`config.mk`:
```
export PLATFORM = sky130hd
export DESIGN_NAME = instr_mem_ctrl
export DESIGN_NICKNAME = d
export VERILOG_FILES = /design/src/rtl/instr_mem_ctrl.sv
export SDC_FILE = /design/constraint.sdc
export NUM_CORES = 2
export LEC_CHECK = 0
export BUFFER_PORTS_ARGS = -buffer_cell sky130_fd_sc_hd__buf_4
export CAP_MARGIN = 40
export CORE_ASPECT_RATIO = 1.25
export CORE_UTILIZATION = 55
export DETAILED_ROUTE_END_ITERATION = 10
export MAX_ROUTING_LAYER = met4
export PLACE_DENSITY = 0.74
export SYNTH_ARGS = -nofsm -noshare
export SYNTH_HDL_FRONTEND = slang
export SYNTH_SLANG_ARGS = --single-unit
```
`constraint.sdc`:
```
create_clock -name clk -period 4.3 [get_ports clk]
set_clock_uncertainty 0.1 [all_clocks]
set_input_delay 0.86 -clock clk [delete_from_list [all_inputs] [get_ports clk]]
set_output_delay 0.86 -clock clk [all_outputs]
set_load 0.02 [all_outputs]
```
`src/rtl/instr_mem_ctrl.sv`:
```
// instr_mem_ctrl
// ---------------------------------------------------------------------------
// Loadable instruction memory for the ARM-style core. A post-reset clear
// sequence fills every word with FILL_WORD (a NOP), after which the block
// serves a registered fetch port and accepts writes from a loader port.
//
// Ports
//   clk          single clock, all state changes on the rising edge
//   reset        synchronous active-low reset
//   fetch_req    fetch request, sampled each cycle unless the output is held
//   fetch_addr   byte address of the instruction to fetch
//   fetch_stall  consumer stall, holds the current fetch output while valid
//   fetch_valid  fetch_data / fetch_fault are valid this cycle
//   fetch_data   fetched instruction (FILL_WORD on a faulting fetch)
//   fetch_fault  fetch was misaligned or beyond the end of the array
//   load_we      loader write strobe
//   load_addr    loader byte address
//   load_data    loader write data
//   load_ready   loader writes are accepted this cycle
//   init_done    clear sequence has finished
// ---------------------------------------------------------------------------
module instr_mem_ctrl #(
  parameter int unsigned          DATA_W    = 32,
  parameter int unsigned          DEPTH     = 64,
  parameter int unsigned          ADDR_W    = 32,
  parameter logic [DATA_W-1:0]    FILL_WORD = 32'hE1A00000
) (
  input  logic              clk,
  input  logic              reset,
  input  logic              fetch_req,
  input  logic [ADDR_W-1:0] fetch_addr,
  input  logic              fetch_stall,
  output logic              fetch_valid,
  output logic [DATA_W-1:0] fetch_data,
  output logic              fetch_fault,
  input  logic              load_we,
  input  logic [ADDR_W-1:0] load_addr,
  input  logic [DATA_W-1:0] load_data,
  output logic              load_ready,
  output logic              init_done
);

  // Byte-offset width and word-index width.
  localparam int unsigned OFF   = $clog2(DATA_W / 8);
  localparam int unsigned IDX_W = $clog2(DEPTH);
  localparam logic [IDX_W-1:0] LAST_IDX = IDX_W'(DEPTH - 1);

  typedef enum logic [0:0] {
    CLEAR = 1'b0,
    RUN   = 1'b1
  } state_t;

  state_t           state, state_nxt;
  logic [IDX_W-1:0] ptr, ptr_nxt;

  logic [DATA_W-1:0] mem [DEPTH];

  logic              mem_we;
  logic [IDX_W-1:0]  mem_waddr;
  logic [DATA_W-1:0] mem_wdata;

  // Address decode for both ports.
  logic             f_mis, f_oor, f_bad;
  logic             l_mis, l_oor, l_ok;
  logic [IDX_W-1:0] f_idx, l_idx;
  logic             load_fire, bypass;

  assign f_idx = fetch_addr[OFF+IDX_W-1:OFF];
  assign l_idx = load_addr[OFF+IDX_W-1:OFF];

  // Byte-wide words have no offset bits and can never be misaligned.
  generate
    if (OFF == 0) begin : g_no_off
      assign f_mis = 1'b0;
      assign l_mis = 1'b0;
    end else begin : g_off
      assign f_mis = |fetch_addr[OFF-1:0];
      assign l_mis = |load_addr[OFF-1:0];
    end
  endgenerate

  // Index >= DEPTH is equivalent to any address bit above the index being set,
  // since DEPTH is a power of two.
  generate
    if (OFF + IDX_W < ADDR_W) begin : g_hi
      assign f_oor = |fetch_addr[ADDR_W-1:OFF+IDX_W];
      assign l_oor = |load_addr[ADDR_W-1:OFF+IDX_W];
    end else begin : g_no_hi
      assign f_oor = 1'b0;
      assign l_oor = 1'b0;
    end
  endgenerate

  assign f_bad     = f_mis | f_oor;
  assign l_ok      = !(l_mis | l_oor);
  assign load_fire = load_we && load_ready && l_ok;

  // A load and a fetch hitting the same word in the same cycle return the
  // incoming load data rather than the stale array contents.
  assign bypass = load_fire && !f_bad && (l_idx == f_idx);

  // State register and clear pointer.
  always_ff @(posedge clk) begin
    if (!reset) begin
      state <= CLEAR;
      ptr   <= '0;
    end else begin
      state <= state_nxt;
      ptr   <= ptr_nxt;
    end
  end

  // Next-state logic and selection of the single array write port.
  always_comb begin
    state_nxt = state;
    ptr_nxt   = ptr;
    mem_we    = 1'b0;
    mem_waddr = l_idx;
    mem_wdata = load_data;
    case (state)
      CLEAR: begin
        mem_we    = reset;
        mem_waddr = ptr;
        mem_wdata = FILL_WORD;
        ptr_nxt   = ptr + IDX_W'(1);
        if (ptr == LAST_IDX) begin
          state_nxt = RUN;
        end
      end
      RUN: begin
        mem_we = reset && load_fire;
      end
      default: begin
        state_nxt = CLEAR;
        ptr_nxt   = '0;
      end
    endcase
  end

  // Instruction array; initialised only by the clear sequence.
  always_ff @(posedge clk) begin
    if (mem_we) begin
      mem[mem_waddr] <= mem_wdata;
    end
  end

  // init_done and load_ready rise on the same edge that enters RUN.
  always_ff @(posedge clk) begin
    if (!reset) begin
      init_done  <= 1'b0;
      load_ready <= 1'b0;
    end else begin
      init_done  <= (state_nxt == RUN);
      load_ready <= (state_nxt == RUN);
    end
  end

  // Fetch output register. A stalled valid output is frozen and new requests
  // are dropped, not queued; with fetch_req low the data and fault flag keep
  // their last values.
  always_ff @(posedge clk) begin
    if (!reset) begin
      fetch_valid <= 1'b0;
      fetch_fault <= 1'b0;
      fetch_data  <= FILL_WORD;
    end else if (state != RUN) begin
      fetch_valid <= 1'b0;
    end else if (!(fetch_valid && fetch_stall)) begin
      fetch_valid <= fetch_req;
      if (fetch_req) begin
        if (f_bad) begin
          fetch_data  <= FILL_WORD;
          fetch_fault <= 1'b1;
        end else begin
          fetch_data  <= bypass ? load_data : mem[f_idx];
          fetch_fault <= 1'b0;
        end
      end
    end
  end

endmodule

```
==> run metrics <==
Worst Path Required 4690 ps; Sw Share 0.210; Net Sw Power 8.29 mW; Min-Delay Endpoint fetch_valid; RD Place Congestion 0.883; nets 4481; status complete, no violations; fin. max-slew vios 0; asr flop ratio synth 0; Setup crit start kind register; most frequent cells in the layout edfxtp_1 (2048), mux4_2 (368), mux2i_1 (334), buf_4 (312), clkbuf_16 (184); Post-Syn Area 81700 um^2; Reg2Reg Setup Slack 720 ps; core area 147000 um^2; R2R Path End mem[50][8]; Root Driver clkbuf_16; Setup CP Type reg2reg; leakage power 34.6 nW; Synth Area per Inst 20.3 um^2; Final Cycle Share 0.834; crit path DAT 3970 ps; worst skew pair latency 830 ps; Mapped Cells 4014; DRC 0; Rel. slew slack 0.354; endpoints failing setup 0; CTS tree yes; RSZ-0062 raised after global routing no; Starting DRT DRC Count 6941; worst slew pin tran 963 ps; Setup Buffers After CTS 0; DP HPWL 131000 um; final worst path period need 3580 ps; share of cells above drive strength 1 0.262; clock slew at reported path FFs 60 ps; Power Dens Cells 423 nW/um^2; Reg power frac 0.558; largest fanout on the critical path 32; Fmax 0.279 GHz; row count 157; synth unique cells 72; H-Tree Depth 4; drt via density 6.85; hold path cells 3; worst path cell trace and4bb_2 -> nand4_1 -> o21ai_0 -> buf_4 -> nand4_1 -> nand2b_1 -> buf_4 -> nor2_4 -> buf_12; internal power 31.2 mW; CP max stage cell dfxtp_4; first-pass GRT wire length 314000 um; CTS max path bufs 3; Comb power frac 0.039; clk sink count 2089; routed wire length 222000 um; Max Cap Viol 0; die width 347 um; post-placement cell count 6103; All-Layer GR Usage 0.306; Seq cells post-synth 2089; hold_buf cts 0; initial antenna violation count 13; via count 44200; Reg2Reg Depth 9; die area 150000 um^2; Pre-antenna DRT Iters 6; ANT nets after route 0; Seq/Total Area, Yosys 0.763; setup TNS 0 ps; total congestion overflow 0; post-CTS sizing 0; Post-Syn Nets 4116; Worst Hold Launch fetch_req; Peak supply drop 0.406 mV; pin count of the biggest net entering global routing 94; number of synthesized flops with an enable pin 2048; CP max stage delay 660 ps; ys flop type edfxtp_1; Setup crit end kind register; most common cell after layout, fill and taps aside edfxtp_1; clock power share 0.403; worst min path class in2reg; IO Port Bufs 136; Final Hold Fails 0; Initial Util 0.556; worst reg2reg startpoint init_done; area delta synth->final 14.4%; number of I/O pins 137; DR WL/cell 34.4 um; vias in the first global route 43700; Syn. warnings 0; Fill cells 9486; Die Y 433 um; CTS buffer count 182; Layout Cells excl Fill 6450
[layout make-up]
type,instances,area [um^2],area share
Antenna cell,9,22.5,0.000241
Clock buffer,233,4880,0.0522
Clock inverter,105,856,0.00916
Inverter,12,50.0,0.000536
Multi-Input combinational cell,1669,18300,0.196
Sequential cell,2089,62300,0.667
Tap cell,1908,2390,0.0255
Timing Repair Buffer,425,4610,0.0493
[state kept, by name, summed over array words and instances, names as in the netlist]
| name | flops |
|---|---|
| mem | 2048 |
| fetch_data | 32 |
| ptr | 6 |
| fetch_fault | 1 |
| fetch_valid | 1 |
| init_done | 1 |
[worst max path at each step]
stage	start	to	slack, ps	cells past startpoint
6_report	init_done	mem[50][8]	720	9
5_1_grt	init_done	mem[58][27]	610	8
4_1_cts	init_done	mem[50][15]	740	9
3_5_place_dp	fetch_addr[2]	fetch_data[3]	410	10
3_3_place_gp	load_addr[10]	mem[50][17]	420	10
2_1_floorplan	load_addr[10]	mem[32][0]	140	7
[power groups by stage]
stage	combinational (mW)	clock, mW	sequential [mW]
after floorplan	0.894	0	22.5
after global placement	1.49	0	22.5
after detailed placement	1.50	0	22.5
after CTS	1.51	16.0	22.1
after global routing	1.58	16.7	22.1
final	1.53	15.9	22.1
[critical path: cells and delay by family (launching register included)]
kind,cells,cell delay [ps]
DFF,1,660
and+or+nand+nor,5,1270
AOI/OAI and AO/OA,1,360
buffers and inverters,3,790
[routing by layer]
metal / part of all wire / vias to the layer above / GRT usage / routed length [um]
li1: - / 17500 / - / -
met1: 0.36 / 22900 / 0.401 / 79600
met2: 0.48 / 3247 / 0.483 / 107000
met3: 0.12 / 547 / 0.0609 / 26500
met4: 0.040 / 0 / 0.109 / 8800
met5: 0 / - / - / 0
[stage by stage]
| step | util | total power [mW] | hold slack [ps] | worst slack, ps | area, um^2 |
|---|---|---|---|---|---|
| 2_1_floorplan | - | 23.4 | 394 | 137 | 81700 |
| 3_3_place_gp | 0.593 | 24.0 | 390 | 418 | 87100 |
| 3_5_place_dp | 0.597 | 24.0 | 404 | 412 | 87700 |
| 4_1_cts | 0.636 | 39.6 | 130 | 742 | 93400 |
| 5_1_grt | 0.636 | 40.3 | 159 | 608 | 93400 |
| 6_report | 0.636 | 39.5 | 168 | 715 | 93500 |
[logic make-up after synthesis]
| group | share of synthesized area |
|---|---|
| buffers and inverters | 0.0197 |
| AND/OR/NAND/NOR | 0.0246 |
| XOR/XNOR | 0.00107 |
| adder cells (fa/ha/maj) | 0.000153 |
| multiplexers | 0.146 |
| flip-flops | 0.763 |
| AO/OA/AOI/OAI | 0.0459 |
[synth_stat cells, types with 12 or more instances]
library cell	instances	area, um^2
edfxtp_1	2048	61500
mux4_2	368	8290
mux2i_1	334	3340
nor2_1	132	495
nand2_1	105	394
clkbuf_1	104	390
a221oi_1	100	876
o21ai_0	88	440
a21oi_1	72	360
buf_2	53	265
a22oi_1	50	375
nand3_1	45	225
dfxtp_1	41	821
buf_6	39	439
and2_1	36	225
a221o_1	32	320
nand2b_1	24	150
o31ai_1	23	173
a211oi_1	18	135
buf_4	18	135
nor4_1	18	113
a31oi_1	17	106
buf_8	17	255
nor3_1	17	85.1
o22ai_1	17	106
nor2b_1	16	100
o211ai_1	15	113
mux2_2	12	135
Note: power is estimated with default switching activity, not from simulation.
